`src/rtl/serial_log_fpmul_pkg.sv`:
```
// Shared types and format constants for the byte-serial Mitchell log-domain FP multiplier.
package serial_log_fpmul_pkg;

  typedef enum logic [1:0] {
    ST_IDLE = 2'd0,
    ST_LOAD = 2'd1,
    ST_CALC = 2'd2,
    ST_SEND = 2'd3
  } slf_state_e;

  function automatic int slf_bias(input int exp_w);
    return (1 << (exp_w - 1)) - 1;
  endfunction

  function automatic int slf_exp_ones(input int exp_w);
    return (1 << exp_w) - 1;
  endfunction

  // Quiet NaN: sign 0, exponent all-ones, only the mantissa MSB set.
  function automatic logic [63:0] slf_qnan(input int exp_w, input int man_w);
    return (64'(slf_exp_ones(exp_w)) << man_w) | (64'd1 << (man_w - 1));
  endfunction

endpackage

```
`src/rtl/serial_log_fpmul_core.sv`:
```
// Combinational Mitchell-approximation multiply: mantissas add in the log domain,
// optional constant compensation, with NaN/inf/zero/overflow/underflow handling.
module log_fpmul_core
  import serial_log_fpmul_pkg::*;
#(
  parameter int EXP_W   = 5,
  parameter int MAN_W   = 10,
  parameter int COMP_SH = 4
) (
  input  logic [EXP_W+MAN_W:0] i_a,
  input  logic [EXP_W+MAN_W:0] i_b,
  input  logic                 i_mode,
  output logic [EXP_W+MAN_W:0] o_res,
  output logic [3:0]           o_flags
);

  localparam int W = 1 + EXP_W + MAN_W;
  localparam logic [EXP_W-1:0] EXP_ONES = EXP_W'(slf_exp_ones(EXP_W));
  localparam logic [EXP_W+1:0] BIAS_X   = (EXP_W+2)'(slf_bias(EXP_W));
  localparam logic [63:0]      QNAN64   = slf_qnan(EXP_W, MAN_W);
  localparam logic [W-1:0]     QNAN     = QNAN64[W-1:0];
  localparam logic [MAN_W+1:0] HIDDEN   = {2'b01, {MAN_W{1'b0}}};
  localparam logic [MAN_W+1:0] COMP     = HIDDEN >> COMP_SH;

  logic                    w_sign;
  logic [EXP_W-1:0]        w_ea, w_eb;
  logic [MAN_W-1:0]        w_ma, w_mb;
  logic                    w_a_zero, w_b_zero, w_a_inf, w_b_inf, w_a_nan, w_b_nan, w_nan;
  logic [MAN_W+1:0]        w_sum;
  logic                    w_carry, w_sat;
  logic [MAN_W-1:0]        w_man;
  logic signed [EXP_W+1:0] w_exp;
  logic                    w_ovf, w_unf;

  assign w_sign = i_a[W-1] ^ i_b[W-1];
  assign w_ea   = i_a[W-2:MAN_W];
  assign w_eb   = i_b[W-2:MAN_W];
  assign w_ma   = i_a[MAN_W-1:0];
  assign w_mb   = i_b[MAN_W-1:0];

  assign w_a_zero = (w_ea == '0);
  assign w_b_zero = (w_eb == '0);
  assign w_a_inf  = (w_ea == EXP_ONES) && (w_ma == '0);
  assign w_b_inf  = (w_eb == EXP_ONES) && (w_mb == '0);
  assign w_a_nan  = (w_ea == EXP_ONES) && (w_ma != '0);
  assign w_b_nan  = (w_eb == EXP_ONES) && (w_mb != '0);
  assign w_nan    = w_a_nan | w_b_nan | (w_a_inf & w_b_zero) | (w_b_inf & w_a_zero);

  // Sum carries two guard bits; dropping bit MAN_W is the subtraction of 2^MAN_W.
  assign w_sum   = {2'b00, w_ma} + {2'b00, w_mb} + (i_mode ? COMP : '0);
  assign w_carry = |w_sum[MAN_W+1:MAN_W];
  assign w_sat   = w_sum[MAN_W+1];
  assign w_man   = w_sat ? {MAN_W{1'b1}} : w_sum[MAN_W-1:0];

  assign w_exp = {2'b00, w_ea} + {2'b00, w_eb} - BIAS_X + {{(EXP_W+1){1'b0}}, w_carry};
  assign w_ovf = !w_exp[EXP_W+1] && (w_exp[EXP_W:0] >= {1'b0, EXP_ONES});
  assign w_unf = w_exp[EXP_W+1] || (w_exp == '0);

  always_comb begin
    o_res   = {w_sign, w_exp[EXP_W-1:0], w_man};
    o_flags = 4'b0000;
    if (w_nan) begin
      o_res   = QNAN;
      o_flags = 4'b1000;
    end else if (w_a_inf || w_b_inf) begin
      o_res   = {w_sign, EXP_ONES, {MAN_W{1'b0}}};
      o_flags = 4'b0100;
    end else if (w_a_zero || w_b_zero) begin
      o_res   = {w_sign, {(EXP_W+MAN_W){1'b0}}};
    end else if (w_ovf) begin
      o_res   = {w_sign, EXP_ONES, {MAN_W{1'b0}}};
      o_flags = 4'b0110;
    end else if (w_unf) begin
      o_res   = {w_sign, {(EXP_W+MAN_W){1'b0}}};
      o_flags = 4'b0001;
    end
  end

endmodule

```
`src/rtl/serial_log_fpmul.sv`:
```
// Byte-serial wrapper: gathers operand bytes LSB first, runs the log-domain core,
// and streams the result back out LSB first under valid/ready handshaking.
module serial_log_fpmul
  import serial_log_fpmul_pkg::*;
#(
  parameter int EXP_W   = 5,
  parameter int MAN_W   = 10,
  parameter int COMP_SH = 4
) (
  input  logic       clk,
  input  logic       rst_n,
  input  logic       ena,
  input  logic       mode,
  input  logic [7:0] in_a,
  input  logic [7:0] in_b,
  input  logic       in_valid,
  output logic       in_ready,
  output logic [7:0] out_data,
  output logic       out_valid,
  input  logic       out_ready,
  output logic       out_last,
  output logic [3:0] flags
);

  localparam int W     = 1 + EXP_W + MAN_W;
  localparam int NB    = W / 8;
  localparam int CNT_W = (NB > 1) ? $clog2(NB) : 1;
  localparam logic [CNT_W-1:0] LAST = CNT_W'(NB - 1);

  slf_state_e           r_state;
  logic [CNT_W-1:0]     r_icnt, r_ocnt;
  logic [NB-1:0][7:0]   r_a, r_b, r_res;
  logic                 r_mode;
  logic [3:0]           r_flags;
  logic [7:0]           r_out_data;
  logic                 r_out_valid, r_out_last;
  logic [W-1:0]         w_res;
  logic [3:0]           w_flags;

  log_fpmul_core #(
    .EXP_W  (EXP_W),
    .MAN_W  (MAN_W),
    .COMP_SH(COMP_SH)
  ) u_core (
    .i_a    (r_a),
    .i_b    (r_b),
    .i_mode (r_mode),
    .o_res  (w_res),
    .o_flags(w_flags)
  );

  assign in_ready  = (r_state == ST_IDLE) || (r_state == ST_LOAD);
  assign out_data  = r_out_data;
  assign out_valid = r_out_valid;
  assign out_last  = r_out_last;
  assign flags     = r_flags;

  always_ff @(posedge clk or negedge rst_n) begin
    if (!rst_n) begin
      r_state     <= ST_IDLE;
      r_icnt      <= '0;
      r_ocnt      <= '0;
      r_a         <= '0;
      r_b         <= '0;
      r_res       <= '0;
      r_mode      <= 1'b0;
      r_flags     <= '0;
      r_out_data  <= '0;
      r_out_valid <= 1'b0;
      r_out_last  <= 1'b0;
    end else if (ena) begin
      case (r_state)
        ST_IDLE, ST_LOAD: begin
          if (in_valid) begin
            r_a[r_icnt] <= in_a;
            r_b[r_icnt] <= in_b;
            if (r_state == ST_IDLE) begin
              r_mode  <= mode;
              r_flags <= '0;
            end
            if (r_icnt == LAST) begin
              r_icnt  <= '0;
              r_state <= ST_CALC;
            end else begin
              r_icnt  <= r_icnt + 1'b1;
              r_state <= ST_LOAD;
            end
          end
        end
        ST_CALC: begin
          r_res   <= w_res;
          r_flags <= w_flags;
          r_state <= ST_SEND;
        end
        ST_SEND: begin
          // First SEND cycle loads byte 0 into the output register.
          if (!r_out_valid) begin
            r_out_data  <= r_res[0];
            r_out_valid <= 1'b1;
            r_out_last  <= (NB == 1);
            r_ocnt      <= '0;
          end else if (out_ready) begin
            if (r_out_last) begin
              r_out_valid <= 1'b0;
              r_out_last  <= 1'b0;
              r_state     <= ST_IDLE;
            end else begin
              r_ocnt     <= r_ocnt + 1'b1;
              r_out_data <= r_res[r_ocnt + 1'b1];
              r_out_last <= ((r_ocnt + 1'b1) == LAST);
            end
          end
        end
        default: r_state <= ST_IDLE;
      endcase
    end
  end

endmodule
```
`config.mk`:
```
export PLATFORM = sky130hd
export DESIGN_NAME = serial_log_fpmul
export DESIGN_NICKNAME = d
export VERILOG_FILES = /design/src/rtl/serial_log_fpmul_pkg.sv /design/src/rtl/serial_log_fpmul_core.sv /design/src/rtl/serial_log_fpmul.sv
export SDC_FILE = /design/constraint.sdc
export NUM_CORES = 1
export LEC_CHECK = 0
export ABC_CLOCK_PERIOD_IN_PS = 4500
export CAP_MARGIN = 20
export CORE_MARGIN = 5
export CORE_UTILIZATION = 35
export CTS_CLUSTER_SIZE = 24
export DETAILED_ROUTE_END_ITERATION = 8
export REMOVE_ABC_BUFFERS = 1
export SLEW_MARGIN = 25
export SYNTH_ARGS = -nofsm -noshare
export SYNTH_HDL_FRONTEND = slang
export SYNTH_SLANG_ARGS = --single-unit
```
`constraint.sdc`:
```
create_clock -name clk -period 4.5 [get_ports clk]
set_input_delay 0.9 -clock clk [delete_from_list [all_inputs] [get_ports clk]]
set_output_delay 0.9 -clock clk [all_outputs]
set_load 0.02 [all_outputs]
```
After elaboration in Yosys (flattened, before gate mapping)
Index checks and enable logic that the tools add are counted.
Storage, ports and cells
  flip-flop bits (word level): 67
Operators by class
  add/subtract/negate cells: 7
  equality and inequality tests: 12
  mux-type cells: 40
  order comparisons: 4
  bitwise gates (word level): 6
  reduce and logical (&&, ||, !) cells: 30
Operators with widths (number)
  $mux W15: 4
  $mux W8: 6
  $bwmux W16: 2
  $mux W4: 6
  $logic_not A10 Y1: 2
  $reduce_bool A10 Y1: 2
  $mux W16: 1
  $ne A2 B2 Y1 const B: 7
  $add A12 B12 Y12: 1
  $reduce_and A4 Y1: 3
  $add A10 B10 Y11: 1
  $mux W1: 11
  $eq A5 B5 Y1 const B: 2
  $logic_not A5 Y1: 2
  $mux W10: 1
  $mux W2: 5
  $demux W8 S1: 1
  $pmux W4 S2: 1
  $add A7 B1 Y7: 1
  $logic_not A7 Y1: 1
  $mux W7: 1
  $sub A7 B4 Y7 const B: 1
  $add A5 B5 Y6: 1
  $ge A6 B5 Y1 const B: 1
  other kinds (18): 35

Longest topological paths before layout
Gate-level depths: netlist (run 1).
  depth in word-level cells: 12
  depth in mapped cells: 21
  mapped depth without buffers: 21

Cells and area by module
Synthesis (run 1) repeated with hierarchy kept, for this count alone.
Second synthesis, totals
  cells, all modules: 332
  area, all modules: 3926.3 um^2
Modules (own cells, without submodules)
  serial_log_fpmul: cells each 171, area each 2727.6 um^2, instances 1
  log_fpmul_core: cells each 161, area each 1198.6 um^2, instances 1

Least setup slack after synthesis (run 1)
No wires, ideal clock.
  path type: register to register
  start: register r_a[0] (netlist bit)
  end: register r_res[9] (netlist bit)
  arrival time: 4397 ps
  setup slack: 7 ps
  required time: 4404 ps
  path buffers: 0
  stages on the path, launching flop included: 21
  library setup time: 96 ps
  cell sequence: dfrtp_1 -> ha_1 -> inv_1 -> fa_1 -> nor2b_1 -> o2111ai_1 -> a31oi_1 -> xor2_1 -> and3_1 -> nor2_1 -> mux2_2 -> ha_1 -> inv_1 -> ha_1 -> xor3_1 -> nand3b_1 -> o21ai_0 -> a2111oi_2 -> nor2_1 -> or4b_1 -> o32ai_2
Between the ends
  cells in the longest elaborated chain, start to end: 11
  elaborated cells between the ends (all ways): 24
  those cells by class: 3 x add/sub; 1 x order compare; 6 x mux; 4 x bitwise; 10 x reduce/logical
Ends and longest elaborated chain
  start: declaration: line serial_log_fpmul.sv:32  | logic [NB-1:0][7:0] r_a, r_b, r_res;
  start signal: indexed assignment: line serial_log_fpmul.sv:75  | r_a[r_icnt] <= in_a;
  branches (longest 10 deep; another with $add A12 B12 Y12)
  $mux W16 *: line serial_log_fpmul_core.sv:62  | if (w_nan) begin
  end signal: assignment: line serial_log_fpmul.sv:91  | r_res <= w_res;
  end: declaration: line serial_log_fpmul.sv:32
Mark *: on every way between the ends.
A chain may end at the register's enable or synchronous reset.

Worst setup path in the final report (run 1)
  start: register r_b[0] (netlist bit)
  end: register r_res[9] (netlist bit)
Between the ends
  cells in the longest elaborated chain, start to end: 11
  elaborated cells between the ends (all ways): 24
  those cells by class: 3 x add/sub; 1 x order compare; 6 x mux; 4 x bitwise; 10 x reduce/logical
Ends and longest elaborated chain
  start: declaration: line serial_log_fpmul.sv:32
  start signal: indexed assignment: line serial_log_fpmul.sv:76  | r_b[r_icnt] <= in_b;
  branches (longest 10 deep; another with $add A12 B12 Y12)
  $mux W16 *: line serial_log_fpmul_core.sv:62
Marked as above.

==> impl_metrics.json, run 1 <==
{
  "final_area_mm2": 0.00482,
  "grt.overflow.total": 0,
  "cts_max_path_buffers": 2,
  "dr.pass1.iters": 4,
  "drv_slew": 0,
  "antenna_found_initial": 0,
  "min_path_type": "flip-flop to flip-flop",
  "initial_core_util": 0.361,
  "synth_common_cells": "67 x dfrtp_1, 32 x mux2_2, 26 x nor2_1, 24 x nand2_1, 20 x o21ai_0",
  "synth-warning-count": 0,
  "root_buffer": "clkbuf_8",
  "multi_input_area_mm2": 0.00211,
  "dpl.hpwl_mm": 6.74,
  "maxCapViolations": 0,
  "grt_usage": 0.144,
  "io-pin-count": 37,
  "synth_largest_area_cell": "dfrtp_1",
  "drive_gt1_frac": 0.271,
  "chipWidth_um": 113,
  "crit_slowest_cell": "or4b_4",
  "max_stage_delay_ns": 0.51,
  "fp.dieH_um": 113,
  "ant_nets": 0,
  "path_buf_inv": 3,
  "fin_ws_ns": -0.0688,
  "grt_pass1_vias": 2967,
  "place_congestion": 0.861,
  "critPathTopFamily": "adder cells",
  "stdcell_count": 564,
  "rsz0062_at_grt": "true",
  "period_minus_slack_ns": 4.57,
  "core_mm2": 0.0104,
  "nFillCells": 1021,
  "htree_levels": 3,
  "cts_hold_buf": 0,
  "initialDrtViolationCount": 106,
  "dieArea_mm2": 0.0129,
  "synth_seq_cells": 67,
  "path_max_fanout": 3,
  "io_buffers": 36,
  "numCtsBuffers": 9,
  "num_antenna_cells": 0,
  "ys_seq_area_frac": 0.448,
  "insertion_delay_ns": 0.34,
  "clock_skew_ns": 0.00644,
  "seqCellArea_mm2": 0.00168,
  "grt_max_degree": 44,
  "setup_tns_ns": -0.291,
  "dp_cells": 536,
  "synth_edf_count": 0,
  "cts_sinks": 67,
  "syn_inst": 348,
  "syn_area_per_cell_um2": 10.8,
  "period_share": 1.02,
  "required_ns": 4.75,
  "status": "finished with violations",
  "cts_tree": "done",
  "ys_async_sr_fraction": 1.00,
  "end_kind": "flip-flop",
  "setup_viol": 10,
  "violations": "setup timing",
  "layout.nets": 466,
  "cp-start-kind": "flip-flop",
  "place_area_mm2": 0.00441,
  "cp_cell_sequence": "ha_2 -> inv_2 -> fa_2 -> nor2b_4 -> o2111ai_2 -> nand3b_1 -> xor2_1 -> ha_2 -> ha_4 -> nand3_2 -> mux2_4 -> ha_4 -> inv_2 -> ha_4 -> xor3_1 -> nand3b_1 -> o21ai_2 -> a2111oi_4 -> buf_4 -> nor2_2 -> or4b_4 -> o32ai_2",
  "slew_headroom": 0.606,
  "placementRows": 37,
  "arrival_ns": 4.82,
  "synth.area.top_cells": "dfrtp_1 45%, mux2_2 9.6%, ha_1 6.4%",
  "path_class": "flip-flop to flip-flop",
  "synth_top_area_frac": 0.448,
  "ys_types": 55,
  "dr_total_vias": 2908,
  "drc_errors": 0,
  "ys.flop_type": "dfrtp_1",
  "cp_common_cell": "ha_4",
  "yosysMostFrequentCell": "dfrtp_1",
  "max_freq_mhz": 219,
  "grt_pass1_wl_mm": 14.8,
  "mappedNetlistArea_mm2": 0.00374,
  "area_growth_pct": 28.8,
  "via_per_inst": 5.16,
  "hold_violations": 0,
  "wirelength_mm": 8.91,
  "clkSlewWorstSetupHoldPaths_ns": 0.07,
  "avgRoutedWirePerCell_um": 15.8,
  "tightestPinTransition_ns": 0.591
}
-- area by class of cell --
type                            instances  share of cell area
Inverter                               11             0.00856
Timing Repair Buffer                   72               0.130
Clock inverter                          7              0.0143
Sequential cell                        67               0.348
Multi-Input combinational cell        262               0.439
Tap cell                              136              0.0353
Clock buffer                            9              0.0257
-- final timing paths --
path | startpoint | end | slack [ns] | depth (start not counted)
worst max-delay path | r_b[0] | r_res[9] | -0.07 | 22
worst min-delay path | out_data[1] | out_data[1] | 0.48 | 2
worst max register to register | r_b[0] | r_res[9] | -0.07 | 22
worst min register to register | out_data[1] | out_data[1] | 0.48 | 2
max in group asynchronous | rst_n | r_a[11] | 3.22 | 2
min in group asynchronous | rst_n | r_icnt | 0.53 | 1
-- placed cells by master (no fill, tap or decap), types with 3 or more instances in the layout --
cell type / netlist / final
dfrtp_1: 67 / 67
buf_4: 0 / 36
clkdlybuf4s50_1: 0 / 35
mux2_2: 32 / 31
nor2_1: 26 / 25
nand2_1: 24 / 24
o21ai_0: 20 / 19
a21oi_1: 17 / 17
ha_1: 19 / 14
nand3_1: 13 / 12
inv_1: 11 / 9
a221o_1: 9 / 9
clkbuf_8: 0 / 9
xnor2_1: 9 / 8
mux2i_1: 8 / 8
nor3_1: 8 / 7
xor2_1: 6 / 6
a21o_1: 4 / 4
and3_1: 4 / 4
nor2b_1: 5 / 4
o22ai_1: 4 / 4
nor4_1: 4 / 4
o21bai_1: 3 / 3
nand2b_1: 4 / 3
or4_1: 3 / 3
ha_4: 0 / 3
clkinv_2: 0 / 3
-- sequential cells by signal, indices dropped and copies added (netlist names) --
signal,cells
r_b,16
out_last,1
r_mode,1
r_icnt,1
r_ocnt,1
r_a,16
out_data,8
r_state,2
flags,4
r_res,16
out_valid,1
-- repair_timing --
item / CTS / global route
gates resized for setup: 22 / 6
setup endpoints to repair: 10 / 14
pin swaps: 13 / 11
cloned: 1 / 0
buffers inserted: 5 / 7
-- cell families after synthesis --
kind of cell | count (synthesis) | synth area share
AND/OR/NAND/NOR | 104 | 0.143
adder cells (fa/ha/maj) | 21 | 0.0742
flip-flops | 67 | 0.448
buffers and inverters | 19 | 0.0211
XOR/XNOR | 16 | 0.0414
multiplexers | 40 | 0.118
AO/OA/AOI/OAI | 81 | 0.154
-- stage by stage --
stage / setup WS, ns / utilization / hold slack, ns
detailed placement: -0.135 / 0.425 / 0.470
finish: -0.0688 / 0.465 / 0.480
floorplan: 0.00749 / - / 0.448
global placement: 0.0304 / 0.425 / 0.467
global route: -0.266 / 0.465 / 0.518
CTS: 0.0120 / 0.456 / 0.486
-- layer usage --
layer  up-vias  routed length (um)  GRT usage
met5         -                   0          0
met4         0                 114     0.0433
met3        11                 336     0.0324
met2        44                4080      0.230
met1      1415                4380      0.197
li1       1438                   -          -
-- tightest hold or removal path: stages (launching register included) --
cell	delay, ns
dfrtp_1	0.35
nand2_1	0.05
o21ai_0	0.06
Power of run 1 is not shown: default switching activity piles up to over one toggle a cycle in this logic, so the estimate is an artifact.
==> inputs of run 2 (changes only) <==
- SKIP_LAST_GASP: not set -> 1
- SYNTH_HIERARCHICAL: not set -> 1
- TNS_END_PERCENT: not set -> 20
==> run 2 against run 1 <==
  * The flow now finishes without violations
  * Sequential share of layout area decreased by 1.6 points
  * Highest routed layer unchanged
  * Non-clock buffer count decreased by 12
  * Synthesized area increased by 4.9%
  * Clock skew about the same
  * Critical path depth increased by 1
  * Register-to-register slack improved by 0.15 ns
  * Global-route usage decreased by 0.71 points
  * Via count decreased by 5.8%
  * Synthesized cell count decreased by 4.6%
  * Core utilization decreased by 0.23 points
  * Setup slack improved by 0.15 ns
  * Critical endpoint is now r_res[2]
==> impl_metrics.json, run 2 <==
{
  "io-pin-count": 37,
  "synth-warning-count": 6,
  "grt_pass1_vias": 2925,
  "fp.dieH_um": 116,
  "tightestPinTransition_ns": 1.03,
  "initialDrtViolationCount": 112,
  "status": "finished clean",
  "ys_types": 56,
  "rrSetupSlack_ns": 0.08,
  "place_congestion": 0.885,
  "synth_edf_count": 0,
  "rsz0062_at_grt": "true",
  "min_path_type": "flip-flop to flip-flop",
  "path_class": "flip-flop to flip-flop",
  "syn_area_per_cell_um2": 11.8,
  "max_freq_mhz": 226,
  "period_share": 0.981,
  "grt_pass1_wl_mm": 14.4,
  "drv_slew": 0,
  "dpl.hpwl_mm": 6.48,
  "cts_sinks": 67,
  "seqCellArea_mm2": 0.00168,
  "pre_cts_slack_ns": -0.247,
  "nFillCells": 1019,
  "cts_max_path_buffers": 2,
  "cp-start-kind": "flip-flop",
  "fin_ws_ns": 0.0844,
  "multi_input_area_mm2": 0.00231,
  "cp-startpoint": "r_a[6]",
  "ant_nets": 0,
  "hold_violations": 0,
  "via_per_inst": 5.06,
  "initial_core_util": 0.359,
  "area_growth_pct": 28.8,
  "htree_levels": 3,
  "reg2reg_from": "r_a[6]",
  "end_kind": "flip-flop",
  "io_buffers": 36,
  "dieArea_mm2": 0.0134,
  "yosysMostFrequentCell": "dfrtp_1",
  "drive_gt1_frac": 0.282,
  "insertion_delay_ns": 0.33,
  "clock_skew_ns": 0.00604,
  "place_area_mm2": 0.00456,
  "chipWidth_um": 116,
  "dr.pass1.iters": 4,
  "placementRows": 38,
  "synth_top_area_frac": 0.427,
  "mostFrequentLayoutCells": "67 x dfrtp_1, 35 x clkdlybuf4s50_1, 25 x mux2_1, 25 x ha_1, 24 x buf_4",
  "dr_total_vias": 2739,
  "avgRoutedWirePerCell_um": 15.8,
  "setup_tns_ns": 0,
  "top_regs": "r_a x16, r_b x16, r_res x16",
  "ys_seq_area_frac": 0.427,
  "min-delay-start": "r_res[12]",
  "layout.nets": 449,
  "period_minus_slack_ns": 4.42,
  "grt.overflow.total": 0,
  "fin_util": 0.463,
  "arrival_ns": 4.62,
  "slew_headroom": 0.312,
  "setup_viol": 0,
  "synth_seq_cells": 67,
  "path_max_fanout": 5,
  "cts_hold_buf": 0,
  "grt_max_degree": 46,
  "root_buffer": "clkbuf_16",
  "syn_inst": 332,
  "wirelength_mm": 8.57,
  "ys.flop_type": "dfrtp_1",
  "numCtsBuffers": 9,
  "required_ns": 4.71,
  "maxCapViolations": 0,
  "final_area_mm2": 0.00506,
  "grt_usage": 0.137,
  "clkSlewWorstSetupHoldPaths_ns": 0.06,
  "synth_common_cells": "67 x dfrtp_1, 35 x mux2_1, 28 x ha_1, 22 x mux2_2, 20 x nor2_1",
  "core_mm2": 0.0109,
  "layout_commonest_cell": "dfrtp_1",
  "synth_largest_area_cell": "dfrtp_1",
  "antenna_found_initial": 0,
  "mappedNetlistArea_mm2": 0.00393,
  "ys_async_sr_fraction": 1.00,
  "drc_errors": 0,
  "cts_tree": "done",
  "num_antenna_cells": 0,
  "synth.area.top_cells": "dfrtp_1 43%, mux2_1 10%, ha_1 8.9%"
}
[run 2: changes by cell type in the layout (fill, tap and decap cells not counted), moves of 11 or more]
| cell | change |
|---|---|
| buf_4 | -12 |
| mux2_4 | +17 |
| ha_1 | +11 |
| o21ai_0 | -12 |
| mux2_1 | +25 |
| nand2_1 | -15 |
[run 2: path summary, 6_finish.rpt]
| check | to | cells after the start |
|---|---|---|
| hold reg to reg | r_res[12] | 1 |
| setup / recovery | r_res[2] | 23 |
| max in group asynchronous | r_b[5] | 2 |
| hold / removal | r_res[12] | 1 |
| min in group asynchronous | out_data[4] | 1 |
| setup reg to reg | r_res[2] | 23 |
[run 2: kinds of logic (layout without fill, tap and decap cells)]
logic type | count (synthesis) | after routing | share of synthesized area
adders and majority gates | 31 | 31 | 0.105
and+or+nand+nor | 78 | 78 | 0.118
xor gates and xnor gates | 11 | 11 | 0.0245
AOI/OAI and AO/OA | 56 | 56 | 0.100
muxes | 65 | 65 | 0.194
DFF | 67 | 67 | 0.427
buffers and inverters | 24 | 93 | 0.0319
[run 2: worst max-delay path, stage by stage, from the launching register on]
cell and delay [ns]:
dfrtp_1 0.35, inv_2 0.05, fa_1 0.55, inv_2 0.05, ha_4 0.20, or2_4 0.22, a21oi_2 0.16, a31oi_2 0.07
a221oi_2 0.27, a41oi_2 0.05, nor2_1 0.11, ha_1 0.23, inv_1 0.06, ha_2 0.17, inv_2 0.04, fa_2 0.33
nand2b_4 0.15, a21oi_4 0.20, xor2_4 0.23, a31o_4 0.23, nor4b_4 0.06, buf_4 0.16, o21a_1 0.11, mux2_4 0.26
[run 2: timing repair]
action,CTS,global route
buffers inserted,1,1
setup endpoints to repair,15,18
pin swaps,13,16
resized for setup,27,17
gates cloned,1,0
hold endpoints to repair,0,0
[run 2: routing by layer]
metal | share of wire | global-route usage | routed length (um) | vias to the layer above
met5 | 0 | 0 | 0 | -
li1 | - | - | - | 1342
met3 | 0.039 | 0.0324 | 336 | 16
met4 | 0.016 | 0.0472 | 133 | 0
met2 | 0.46 | 0.215 | 3980 | 55
met1 | 0.48 | 0.186 | 4120 | 1326
[run 2: per-stage QoR]
step | hold slack, ns | std cells
2_1_floorplan | 0.458 | 325
3_3_place_gp | 0.471 | 523
3_5_place_dp | 0.476 | 523
4_1_cts | 0.500 | 540
5_1_grt | 0.517 | 541
6_report | 0.496 | 541
[run 2: cell type report]
cell class / instances / share of cell area
Multi-Input combinational cell: 241 / 0.457
Sequential cell: 67 / 0.331
Timing Repair Buffer: 60 / 0.106
Clock buffer: 12 / 0.0487
Tap cell: 140 / 0.0346
Inverter: 17 / 0.0126
Clock inverter: 4 / 0.00989
Power of run 2 is left out for the same reason.
